$ cat src/rtl/reg_wb_arbiter_if.sv
// reg_wb_arbiter_if: write-back request, register-write and scoreboard query signals of reg_wb_arbiter.
interface reg_wb_arbiter_if #(
  parameter int NUM_REQ      = 3,
  parameter int LEN_REG      = 32,
  parameter int LEN_REG_ADDR = 5
);
  logic [NUM_REQ-1:0]              req_valid;
  logic [NUM_REQ-1:0]              req_ready;
  logic [NUM_REQ*LEN_REG_ADDR-1:0] req_addr;
  logic [NUM_REQ*LEN_REG-1:0]      req_data;
  logic                            wb_flag;
  logic [LEN_REG_ADDR-1:0]         wb_addr;
  logic [LEN_REG-1:0]              wb_data;
  logic                            iss_valid;
  logic [LEN_REG_ADDR-1:0]         iss_addr;
  logic [LEN_REG_ADDR-1:0]         qry_rs1;
  logic [LEN_REG_ADDR-1:0]         qry_rs2;
  logic                            busy_rs1;
  logic                            busy_rs2;
  logic                            err_waw;
  modport master (
    output req_valid, req_addr, req_data, iss_valid, iss_addr, qry_rs1, qry_rs2,
    input  req_ready, wb_flag, wb_addr, wb_data, busy_rs1, busy_rs2, err_waw
  );
  modport slave (
    input  req_valid, req_addr, req_data, iss_valid, iss_addr, qry_rs1, qry_rs2,
    output req_ready, wb_flag, wb_addr, wb_data, busy_rs1, busy_rs2, err_waw
  );
endinterface

$ cat src/rtl/reg_wb_arbiter.sv
// reg_wb_arbiter: one-grant-per-cycle register write-back arbiter with busy scoreboard.
// Define WB_RR_EN for round-robin arbitration; fixed priority (lowest index) otherwise.
module reg_wb_arbiter #(
  parameter int LEN_REG      = 32,
  parameter int NUM_REG      = 32,
  parameter int LEN_REG_ADDR = 5,
  parameter int NUM_REQ      = 3
) (
  input logic clk,
  input logic rstn,
  reg_wb_arbiter_if.slave bus
);
  localparam int IW = NUM_REQ > 1 ? $clog2(NUM_REQ) : 1;
  logic                    found;
  logic [IW-1:0]           sel;
  logic [LEN_REG_ADDR-1:0] sel_addr;
  logic [LEN_REG-1:0]      sel_data;
  logic [NUM_REG-1:0]      busy, busy_nxt;
`ifdef WB_RR_EN
  logic [IW-1:0]           rr_ptr;
`endif
  always_comb begin
    int j;
    found = 1'b0;
    sel = '0;
    bus.req_ready = '0;
    for (int k = 0; k < NUM_REQ; k++) begin
`ifdef WB_RR_EN
      j = (int'(rr_ptr) + 1 + k) % NUM_REQ;
`else
      j = k;
`endif
      if (!found && bus.req_valid[j]) begin
        found = 1'b1;
        sel = IW'(j);
        bus.req_ready[j] = 1'b1;
      end
    end
  end
  assign sel_addr = bus.req_addr[int'(sel)*LEN_REG_ADDR +: LEN_REG_ADDR];
  assign sel_data = bus.req_data[int'(sel)*LEN_REG +: LEN_REG];
  // issue after write-back so a same-edge set overrides the clear
  always_comb begin
    busy_nxt = busy;
    if (bus.wb_flag) busy_nxt[bus.wb_addr] = 1'b0;
    if (bus.iss_valid && bus.iss_addr != '0) busy_nxt[bus.iss_addr] = 1'b1;
  end
  assign bus.busy_rs1 = bus.qry_rs1 != '0 && busy[bus.qry_rs1];
  assign bus.busy_rs2 = bus.qry_rs2 != '0 && busy[bus.qry_rs2];
  always_ff @(posedge clk or negedge rstn) begin
    if (!rstn) begin
      bus.wb_flag <= 1'b0;
      bus.wb_addr <= '0;
      bus.wb_data <= '0;
      busy        <= '0;
      bus.err_waw <= 1'b0;
    end else begin
      bus.wb_flag <= found && sel_addr != '0;
      if (found && sel_addr != '0) begin
        bus.wb_addr <= sel_addr;
        bus.wb_data <= sel_data;
      end
      busy <= busy_nxt;
      if (bus.iss_valid && bus.iss_addr != '0 && busy[bus.iss_addr] &&
          !(bus.wb_flag && bus.wb_addr == bus.iss_addr))
        bus.err_waw <= 1'b1;
    end
  end
`ifdef WB_RR_EN
  always_ff @(posedge clk or negedge rstn) begin
    if (!rstn) rr_ptr <= IW'(NUM_REQ - 1);
    else if (found) rr_ptr <= sel;
  end
`endif
endmodule

$ cat src/flat_wrapper.sv
// flat-port wrapper written by rule: the top's interface ports become plain ports
module reg_wb_arbiter_flat 
#(
  parameter int LEN_REG      = 32,
  parameter int NUM_REG      = 32,
  parameter int LEN_REG_ADDR = 5,
  parameter int NUM_REQ      = 3
)
  (clk, rstn, bus_req_valid, bus_req_addr, bus_req_data, bus_iss_valid, bus_iss_addr, bus_qry_rs1, bus_qry_rs2, bus_req_ready, bus_wb_flag, bus_wb_addr, bus_wb_data, bus_busy_rs1, bus_busy_rs2, bus_err_waw);
  reg_wb_arbiter_if #(.NUM_REQ(NUM_REQ), .LEN_REG(LEN_REG), .LEN_REG_ADDR(LEN_REG_ADDR)) bus_i ();
  input logic clk;
  input logic rstn;
  input wire logic [$bits(bus_i.req_valid)-1:0] bus_req_valid;
  input wire logic [$bits(bus_i.req_addr)-1:0] bus_req_addr;
  input wire logic [$bits(bus_i.req_data)-1:0] bus_req_data;
  input wire logic [$bits(bus_i.iss_valid)-1:0] bus_iss_valid;
  input wire logic [$bits(bus_i.iss_addr)-1:0] bus_iss_addr;
  input wire logic [$bits(bus_i.qry_rs1)-1:0] bus_qry_rs1;
  input wire logic [$bits(bus_i.qry_rs2)-1:0] bus_qry_rs2;
  output wire logic [$bits(bus_i.req_ready)-1:0] bus_req_ready;
  output wire logic [$bits(bus_i.wb_flag)-1:0] bus_wb_flag;
  output wire logic [$bits(bus_i.wb_addr)-1:0] bus_wb_addr;
  output wire logic [$bits(bus_i.wb_data)-1:0] bus_wb_data;
  output wire logic [$bits(bus_i.busy_rs1)-1:0] bus_busy_rs1;
  output wire logic [$bits(bus_i.busy_rs2)-1:0] bus_busy_rs2;
  output wire logic [$bits(bus_i.err_waw)-1:0] bus_err_waw;
  assign bus_i.req_valid = bus_req_valid;
  assign bus_i.req_addr = bus_req_addr;
  assign bus_i.req_data = bus_req_data;
  assign bus_i.iss_valid = bus_iss_valid;
  assign bus_i.iss_addr = bus_iss_addr;
  assign bus_i.qry_rs1 = bus_qry_rs1;
  assign bus_i.qry_rs2 = bus_qry_rs2;
  assign bus_req_ready = bus_i.req_ready;
  assign bus_wb_flag = bus_i.wb_flag;
  assign bus_wb_addr = bus_i.wb_addr;
  assign bus_wb_data = bus_i.wb_data;
  assign bus_busy_rs1 = bus_i.busy_rs1;
  assign bus_busy_rs2 = bus_i.busy_rs2;
  assign bus_err_waw = bus_i.err_waw;
  reg_wb_arbiter #(.LEN_REG(LEN_REG), .NUM_REG(NUM_REG), .LEN_REG_ADDR(LEN_REG_ADDR), .NUM_REQ(NUM_REQ)) u_core (.clk(clk), .rstn(rstn), .bus(bus_i));
endmodule
$ cat config.mk
export PLATFORM = sky130hd
export DESIGN_NAME = reg_wb_arbiter_flat
export DESIGN_NICKNAME = d
export VERILOG_FILES = /design/src/rtl/reg_wb_arbiter_if.sv /design/src/rtl/reg_wb_arbiter.sv /design/src/flat_wrapper.sv
export SDC_FILE = /design/constraint.sdc
export NUM_CORES = 1
export LEC_CHECK = 0
export BUFFER_PORTS_ARGS = -buffer_cell sky130_fd_sc_hd__clkbuf_2
export CELL_PAD_IN_SITES_DETAIL_PLACEMENT = 1
export CELL_PAD_IN_SITES_GLOBAL_PLACEMENT = 2
export CORE_MARGIN = 10
export CORE_UTILIZATION = 32
export DETAILED_ROUTE_END_ITERATION = 16
export PLACE_DENSITY_LB_ADDON = 0.1
export REMOVE_ABC_BUFFERS = 1
export SLEW_MARGIN = 40
export SYNTH_ARGS = -nofsm -noshare
export SYNTH_HDL_FRONTEND = slang
export SYNTH_SLANG_ARGS = --single-unit
export TNS_END_PERCENT = 100
$ cat constraint.sdc
create_clock -name clk -period 9.6 [get_ports clk]
set_clock_uncertainty 0.2 [all_clocks]
set_input_delay 1.92 -clock clk [delete_from_list [all_inputs] [get_ports clk]]
set_output_delay 1.92 -clock clk [all_outputs]
set_load 0.02 [all_outputs]
==> impl_metrics.json <==
{
  "grt.overflow.total": 0,
  "worstSkewPairLatency_ns": 0.34,
  "cts_setup_buffers": 0,
  "fin_ws_ns": 3.82,
  "min_path_type": "reg2reg",
  "timing_hold_violations_final": 0,
  "powerDensity_mw_per_mm2": 200,
  "stdcell_area_mm2": 0.00570,
  "grt_usage": 0.167,
  "worst_setup_path_end_kind": "primary output",
  "die_h_um": 137,
  "fmax_mhz": 173,
  "crit_type": "in2out",
  "seq_area_frac_synth": 0.404,
  "syn_area_per_cell_um2": 10.7,
  "vias": 4006,
  "vdd_drop_max_mv": 0.0945,
  "numCtsBuffers": 9,
  "post-place-ws_ns": 3.82,
  "start_kind": "input port",
  "crit_arrival_ns": 3.66,
  "fin_nets": 703,
  "final_cell_mix": "174 x clkbuf_2, 94 x o21ai_0, 71 x dfrtp_1",
  "finalMaxSlewViolations": 0,
  "setup_tns_ns": 0,
  "min_period_over_period": 0.602,
  "die_area_mm2": 0.0188,
  "cp.required_ns": 7.48,
  "max_cap_violations": 0,
  "drive_above_1_share": 0.431,
  "die_x_um": 137,
  "clkSlewWorstSetupHoldPaths_ns": 0.06,
  "slew_headroom": 0.531,
  "drc": 0,
  "synthCells": 412,
  "clock_sinks": 71,
  "htree_levels": 3,
  "yosysWarningCount": 0,
  "detailed_place_hpwl_um": 12000,
  "ys_seq_elements": 71,
  "synth_edf_count": 0,
  "place_congestion": 0.848,
  "dp_cells": 736,
  "yosysTopAreaCellShare": 0.404,
  "worstMarginPinSlew_ns": 0.703,
  "grt_pass1_vias": 4382,
  "synth_top_area_cell": "dfrtp_1",
  "fin_crit_ns": 5.78,
  "critical_path.startpoint": "bus_qry_rs1[0]",
  "synth_top_cells_by_area": "dfrtp_1 40%, mux2i_1 12%, o21ai_0 11%",
  "rsz0062_at_grt": "false",
  "row_count": 42,
  "grt_pass1_wl_um": 24400,
  "viasPerCell": 5.33,
  "place_area_mm2": 0.00541,
  "num_io_pins": 176,
  "min_from": "u_core.bus.err_waw",
  "cts.path.max_buffers": 2,
  "synth-main-ff-cell": "dfrtp_1",
  "ctsResizeCount": 0,
  "cts_root_buf": "clkbuf_16",
  "ant_nets": 0,
  "r2r_setup_slack_ns": 7.76,
  "start_util": 0.329,
  "drt_iter0_drc": 189,
  "drt-total-wl_um": 15400,
  "cts_tree": "done",
  "r2r_start": "u_core.busy[17]",
  "area_delta_synth_final_pct": 29.5,
  "synth_cell_types": 36,
  "final_common_cell": "clkbuf_2",
  "whs_ns": 0.270,
  "core_area_mm2": 0.0133,
  "syn-cell-area_mm2": 0.00440,
  "grt_start_max_net_pins": 72,
  "wl_per_cell_um": 20.5,
  "power.leakage_nw": 2.66,
  "n_fill_cell": 1583,
  "path_max_fanout": 9,
  "stdcell_count": 752,
  "portBuffers": 175,
  "setup_violations": 0,
  "antenna_cells": 0,
  "dr.pass1.iters": 6,
  "synthArstFlopShare": 1.00,
  "postCtsHoldBufs": 0,
  "antenna_found_initial": 0,
  "status": "finished, final reports clean"
}
[state kept, by name (all words and copies together) (netlist names)]
register	cells
u_core.bus.err_waw	1
u_core.busy	32
u_core.bus.wb_addr	5
u_core.bus.wb_data	32
u_core.bus.wb_flag	1
[logic make-up (layout without fill, tap and decap cells)]
family                 Yosys count  count (layout)  share of synthesized area
AND/OR/NAND/NOR                 77              77                      0.100
XOR/XNOR                         5               5                    0.00996
flip-flops                      71              71                      0.404
buffers and inverters           35             199                     0.0367
multiplexers                   103             103                      0.295
AO/OA/AOI/OAI                  121             121                      0.153
[cell usage after synthesis (5+ instances only)]
| cell type | number |
|---|---|
| mux2i_1 | 51 |
| o21ai_0 | 94 |
| nand3b_1 | 10 |
| nand3_1 | 5 |
| nand2_1 | 34 |
| a21oi_1 | 5 |
| dfrtp_1 | 71 |
| o22ai_1 | 9 |
| mux4_2 | 18 |
| mux2_2 | 18 |
| clkbuf_1 | 22 |
| nand2b_1 | 5 |
| or3b_2 | 7 |
| mux2_1 | 16 |
[metal layers]
layer	vias up	GRT usage	routed length, um
met2	127	0.277	7590
met1	1982	0.195	6300
li1	1871	-	-
met3	26	0.0615	1230
met4	0	0.0603	314
met5	-	0	0
[cell type report]
cell class	instances	area (um2)	share of cell area
inverter	3	11.3	0.00198
multi-input combinational	306	2470	0.433
tap	176	220	0.0387
sequential	71	1780	0.312
timing repair buffer	180	932	0.164
clock buffer	9	225	0.0395
clock inverter	7	63.8	0.0112
[stage by stage]
| step | power, mW | util |
|---|---|---|
| final | 1.14 | 0.427 |
| after global routing | 1.21 | 0.427 |
| after CTS | 1.15 | 0.427 |
| after detailed placement | 0.817 | 0.405 |
| after global placement | 0.803 | 0.403 |
| after floorplan | 0.656 | - |
[path summary, 6_finish.rpt]
check                                          to  cells after the start
setup / recovery                     bus_busy_rs1                      5
hold / removal                 u_core.bus.err_waw                      1
setup reg to reg               u_core.bus.err_waw                      5
hold reg to reg                u_core.bus.err_waw                      1
max in group asynchronous         u_core.busy[30]                      2
min in group asynchronous  u_core.bus.wb_data[16]                      2
[report_power, final]
part / internal, mW / switching [mW] / total [mW]
Clock: 0.199 / 0.128 / 0.327
Combinational: 0.169 / 0.161 / 0.330
Sequential: 0.379 / 0.102 / 0.480
Total: 0.747 / 0.390 / 1.14
[critical path, stage by stage]
cell      delay [ns]
clkbuf_2        0.27
mux4_2          0.55
mux4_2          0.48
mux2_2          0.28
clkbuf_2        0.16
No activity file was read; power rests on OpenSTA's default activity.
